### src/rtl/gf180mcu_fd_sc_mcu7t5v0__or3_evlatch.sv
// Registered OR3 event latch: rising edges of the merged OR are queued in a saturating counter.
// Optional SRC capture register enabled by GF180MCU_FD_SC_OR3_EVLATCH_SRC_EN.
module gf180mcu_fd_sc_mcu7t5v0__or3_evlatch #(
    parameter int unsigned CW = 4
) (
    input  logic          CLK,
    input  logic          RST,
    input  logic          A1,
    input  logic          A2,
    input  logic          A3,
    input  logic          ACK,
    input  logic          CLR,
    output logic          Z,
    output logic          VALID,
    output logic [CW-1:0] PEND,
    output logic          OVF,
    output logic [2:0]    SRC
);

    localparam logic [CW-1:0] PEND_MAX  = {CW{1'b1}};
    localparam logic [CW-1:0] PEND_ZERO = '0;
    localparam logic [CW-1:0] PEND_ONE  = CW'(1);

    typedef enum logic [1:0] {
        ST_EMPTY = 2'd0,
        ST_BUSY  = 2'd1,
        ST_FULL  = 2'd2
    } state_t;

    state_t        state;
    state_t        state_nx;
    logic          z_d;
    logic          evt_c;
    logic          take_c;
    logic [CW-1:0] pend_nx;
    logic          valid_nx;
    logic          ovf_nx;

    assign evt_c  = Z & ~z_d;
    assign take_c = ACK & VALID;

    // Merged OR register and its one-cycle delay for rising-edge detection
    always_ff @(posedge CLK) begin
        if (RST) begin
            Z   <= 1'b0;
            z_d <= 1'b0;
        end else begin
            Z   <= A1 | A2 | A3;
            z_d <= Z;
        end
    end

    // Occupancy state register, kept in step with the pending count
    always_ff @(posedge CLK) begin
        if (RST) begin
            state <= ST_EMPTY;
            PEND  <= PEND_ZERO;
            VALID <= 1'b0;
            OVF   <= 1'b0;
        end else begin
            state <= state_nx;
            PEND  <= pend_nx;
            VALID <= valid_nx;
            OVF   <= ovf_nx;
        end
    end

    // Counter update; a simultaneous event and take cancel, even when full
    always_comb begin
        pend_nx  = PEND;
        ovf_nx   = OVF;
        state_nx = state;
        valid_nx = VALID;

        if (CLR) begin
            pend_nx = PEND_ZERO;
            ovf_nx  = 1'b0;
        end else begin
            unique case ({evt_c, take_c})
                2'b10: begin
                    if (state == ST_FULL) begin
                        ovf_nx = 1'b1;
                    end else begin
                        pend_nx = PEND + PEND_ONE;
                    end
                end
                2'b01:   pend_nx = PEND - PEND_ONE;
                default: pend_nx = PEND;
            endcase
        end

        if (pend_nx == PEND_ZERO) begin
            state_nx = ST_EMPTY;
        end else if (pend_nx == PEND_MAX) begin
            state_nx = ST_FULL;
        end else begin
            state_nx = ST_BUSY;
        end
        valid_nx = (pend_nx != PEND_ZERO);
    end

`ifdef GF180MCU_FD_SC_OR3_EVLATCH_SRC_EN
    logic [2:0] a_q;

    // Capture which inputs formed the most recent event, dropped ones included
    always_ff @(posedge CLK) begin
        if (RST) begin
            a_q <= 3'b000;
            SRC <= 3'b000;
        end else begin
            a_q <= {A3, A2, A1};
            if (CLR) begin
                SRC <= 3'b000;
            end else if (evt_c) begin
                SRC <= a_q;
            end
        end
    end
`else
    assign SRC = 3'b000;
`endif

endmodule
### config.mk
export PLATFORM = sky130hd
export DESIGN_NAME = gf180mcu_fd_sc_mcu7t5v0__or3_evlatch
export DESIGN_NICKNAME = d
export VERILOG_FILES = /design/src/rtl/gf180mcu_fd_sc_mcu7t5v0__or3_evlatch.sv
export SDC_FILE = /design/constraint.sdc
export NUM_CORES = 1
export LEC_CHECK = 0
export BUFFER_PORTS_ARGS = -buffer_cell sky130_fd_sc_hd__buf_2
export CAP_MARGIN = 0
export CELL_PAD_IN_SITES_DETAIL_PLACEMENT = 1
export CELL_PAD_IN_SITES_GLOBAL_PLACEMENT = 1
export CORE_ASPECT_RATIO = 1.25
export CORE_MARGIN = 4
export CORE_UTILIZATION = 32
export CTS_CLUSTER_DIAMETER = 200
export CTS_CLUSTER_SIZE = 20
export DETAILED_ROUTE_END_ITERATION = 8
export PLACE_DENSITY = 0.82
export SLEW_MARGIN = 25
export SYNTH_ARGS = -nofsm -noshare
export SYNTH_HDL_FRONTEND = slang
export SYNTH_SLANG_ARGS = --single-unit
### constraint.sdc
create_clock -name CLK -period 1.9 [get_ports CLK]
set_input_delay 0.285 -clock CLK [delete_from_list [all_inputs] [get_ports CLK]]
set_output_delay 0.285 -clock CLK [all_outputs]
set_load 0.05 [all_outputs]
# Word-level counts from Yosys, hierarchy flattened
# Index checks and enable logic that the tools add are counted.
# op_classes
n_addsub	2
n_mul	0
div_mod_pow	0
n_lt_le_gt_ge	0
eq_ne	4
n_shift	0
muxes	4
bitwise_logic	5
reduce_logical	5
# op_table
op	count
$mux W4	2
$pmux W4 S2	1
$add A4 B1 Y4 const B	1
$eq A2 B2 Y1 const B	2
$eq A4 B4 Y1 const B	1
$logic_not A4 Y1	1
$reduce_bool A4 Y1	1
$reduce_or A2 Y1	2
$sub A4 B1 Y4 const B	1
$and A1 B1 Y1	2
$eq A2 B1 Y1 const B	1
$mux W2	1
$or A1 B1 Y1	2
$reduce_and A2 Y1	1
$not A1 Y1	1
# word_totals
regBits	10
latch_bits	0
ramBits	0
romBits	0
output_inout_bits	10
elab_cells	26
n_memories	0

# Longest topological paths before layout
# depth
ltp_word	7
depth_mapped	8
depth_no_buf	8

# Least setup slack after synthesis
# OpenSTA, ideal clock, no wires.
# synth_timing
path_kind	register to register
startpoint	register Z
endpoint	register state[0]
arrival_ns	2.203
t_required_ns	1.821
path_slack_ns	-0.382
path_stages_with_launch	8
path_buffers	0
cell_sequence	dfxtp_1 -> nand2b_1 -> ha_1 -> or3b_1 -> o41ai_1 -> nor3b_1 -> and4b_4 -> a211oi_2
# synth_between
elab_chain_cells	6
# synth_rtl
item	line_no	source
start: declaration	13	output logic Z,
start signal: assignment	48	Z <= A1 | A2 | A3;
$and A1 B1 Y1 *	39	assign evt_c = Z & ~z_d;
$eq A2 B1 Y1 or $eq A2 B2 Y1 (tied branches)	79	unique case ({evt_c, take_c})
$pmux W4 S2 *	79	
$mux W4 *	75	if (CLR) begin
$eq A4 B4 Y1 or $logic_not A4 Y1 (tied branches)	94, 92	
$mux W2 or $reduce_or A2 Y1 (tied branches)	-	
end signal: assignment	61	state <= state_nx;
end: declaration	30	state_t state;
# Every way passes the cells marked *; elsewhere a longest branch is shown, timed or not.
# A chain may end at the register's enable or synchronous reset.

# Worst setup path in the final report
# layout_timing
startpoint	register VALID
endpoint	register state[0]
# layout_between
elab_chain_cells	6
# layout_rtl
item	line_no	source
start: declaration	14	output logic VALID,
start signal: assignment	63	VALID <= valid_nx;
$and A1 B1 Y1 *	40	assign take_c = ACK & VALID;
$eq A2 B1 Y1 or $eq A2 B2 Y1 (tied branches)	79	
$pmux W4 S2 *	79	
$mux W4 *	75	
$eq A4 B4 Y1 or $logic_not A4 Y1 (tied branches)	94, 92	
$mux W2 or $reduce_or A2 Y1 (tied branches)	-	
# Marks and branches as above.

==> summary.txt <==
Clocking
  – Root buffer cell: clkbuf_4
  – Total CTS buffers: 3
  – CTS Buffer Depth: 2
  – CTS tree: yes
  – Cts hold-fix bufs: 0
  – Clk_lat worst skew: 260 ps
  – CTS clk-pin slew, worst paths: 60 ps
  – Clock Sink Count: 10
  – CTS H-tree depth: 1

Routing
  – Number of vias per cell: 5.13
  – Routed vias: 544
  – Final wirelength: 1.46 mm
  – Detailed Route Iter0 Violations: 1
  – ANT nets after route: 0
  – DRT Pass-1 Iters: 3
  – Wirelength per Cell: 13.8 um
  – DRC: 0

Run
  – Number of max-cap violations: 0

Finish
  – Layout cells sized above 1: 47.7%
  – Ant diodes: 0
  – Layout Area Growth over Synthesis: 40.6%
  – Layout Nets: 100
  – Fill count: 205

Synthesis
  – Number of synthesized flops with an enable pin: 0
  – Top cell type's share of synthesized area: 34.7%
  – Post-Syn Instances: 66
  – Syn Area/Cell: 8.74 um2
  – Sequential share of the synthesized area: 34.7%
  – FF+latch count, synth: 10
  – Post-synth top area cell: dfxtp_1
  – Post-synthesis async set-or-reset flop share: 0%
  – Top FF cell, synth: dfxtp_1
  – Top cells by area, synth: dfxtp_1 (35%), ha_1 (8.7%), nor2_1 (4.6%), nor2b_1 (4.3%), buf_4 (3.9%)
  – Distinct cells, synth: 31
  – Synthesized cell area: 577 um2
  – YS warnings: 0

Timing
  – Fmax: 517 MHz
  – Max Transition Viols Final: 0
  – Min Hold Slack: 201 ps
  – Final WS setup: -32.6 ps
  – Layout Skew: 4.20 ps
  – Final setup viols: 2
  – Period Utilization, post-route: 102%
  – Setup_tns: -58.8 ps
  – Endpoints failing hold: 0
  – RSZ-0062 raised after global routing: true
  – Post-layout min period: 1930 ps

Global routing
  – Met2 usage: 22.6%
  – Initial antenna violation count: 0
  – Vias in the first global route: 600
  – Overall Global Routing Usage: 12.9%
  – Largest net degree at the start of global routing: 9
  – Remaining Overflow, GRT: 0
  – Met1 Usage GRT: 13.0%
  – Grt peak-use layer: met2
  – Grt met3 use: 1.62%
  – First-pass GRT wire length: 2.45 mm

Pwr
  – Power density cells: 557 nW/um2
  – Worst VDD drop: 0.388 mV
  – Pleak: 0.357 nW

Min path
  – Hold WC Path Type: input port to register

Floorplanning
  – Ports: 17
  – Starting Density: 35.1%
  – DIE WIDTH: 46.0 um
  – Die ar.: 2550 um2
  – Core area: 1640 um2
  – Standard-cell row count: 16
  – Die Ht: 55.5 um

Setup path
  – Critical path class: register to register
  – Req. time, crit path: 2080 ps
  – Arrival @ worst endpoint: 2110 ps
  – CP endpoint kind: register
  – R2R setup slack: -30 ps
  – Startpoint types: register
  – Crit-path max FO: 4

Run status
  – Failing checks: setup timing
  – Status: finished, violations left

Place
  – Routability cong.: 0.855
  – DP HPWL: 1.20 mm
  – Port Buffers: 13
per-stage QoR:
step / power, W / util (%) / worst slack (ps) / cell area [um2] / cells
final: 0.000452 / 49.4 / -32.6 / 811 / 106
after global routing: 0.000477 / 49.4 / -95.6 / 811 / 106
after CTS: 0.000456 / 46.8 / -60.8 / 768 / 105
after detailed placement: 0.000301 / 44.4 / -91.7 / 729 / 100
after global placement: 0.000298 / 44.4 / -69.2 / 729 / 100
after floorplan: 0.000284 / - / -21.0 / 631 / 68
registers in the layout, indices dropped and copies added, names as in the netlist:
signal  count
PEND        4
VALID       1
OVF         1
z_d         1
state       2
Z           1
path summary, 6_finish.rpt:
| kind | end | start | depth (start not counted) |
|---|---|---|---|
| worst max register to register | state[0] | VALID | 7 |
| worst max-delay path | state[0] | VALID | 7 |
| worst min-delay path | Z | RST | 2 |
| worst min register to register | OVF | OVF | 2 |
cell usage after synthesis, types with 2 or more instances:
cell / n
nor2b_1: 4
nor2_1: 7
nand2_1: 3
buf_4: 3
nand2b_1: 3
o41ai_1: 2
ha_1: 4
inv_1: 4
nand3_1: 2
dfxtp_1: 10
and2_1: 2
o21ai_0: 3
kinds of logic (layout without fill, tap and decap cells):
family,Yosys count,in the layout,synth area share [%]
AOI/OAI and AO/OA,12,12,15.6
adders and majority gates,4,4,8.68
buffers and inverters,8,28,7.16
DFF,10,10,34.7
other,1,3,0.650
and+or+nand+nor,31,31,33.2
routing by layer:
metal / share of wire, % / up-vias / routed length (um)
met1: 37 / 256 / 548
li1: - / 272 / -
met2: 56 / 14 / 819
met4: 1.0 / 0 / 15
met3: 5.4 / 2 / 79
met5: 0 / - / 0
report_power, final:
part           internal (W)  switching (W)
sequential         0.000213     0.00000463
clock             0.0000809      0.0000674
combinational     0.0000349      0.0000505
critical path, stage by stage (launching register included):
cell and delay [ps]:
dfxtp_4 340, and2_4 160, ha_4 220, or3b_4 400
o41ai_4 240, nor3b_2 120, and4b_4 200, a211oi_2 180
cell usage in the layout, fill, tap and decap left out, drive strengths merged, types with 3 or more instances in the layout:
cell	n
buf	20
dfxtp	10
nor2	7
inv	4
nor2b	4
clkbuf	4
ha	4
nand2	3
conb	3
nand2b	3
o21ai	3
final cells by class:
type / count / area, um2 / share of cell area (%)
Tap cell: 18 / 22.5 / 2.78
Clock buffer: 4 / 26.3 / 3.24
Sequential cell: 10 / 210 / 25.9
Timing Repair Buffer: 20 / 118 / 14.5
Multi-Input combinational cell: 50 / 419 / 51.7
Inverter: 4 / 15.0 / 1.85
repair_timing:
item	CTS	global route
endpoints found under the setup margin	3	3
buffers inserted	1	1
pin swaps	1	2
gates resized for setup	1	8
Note: power is estimated with default switching activity, not from simulation.
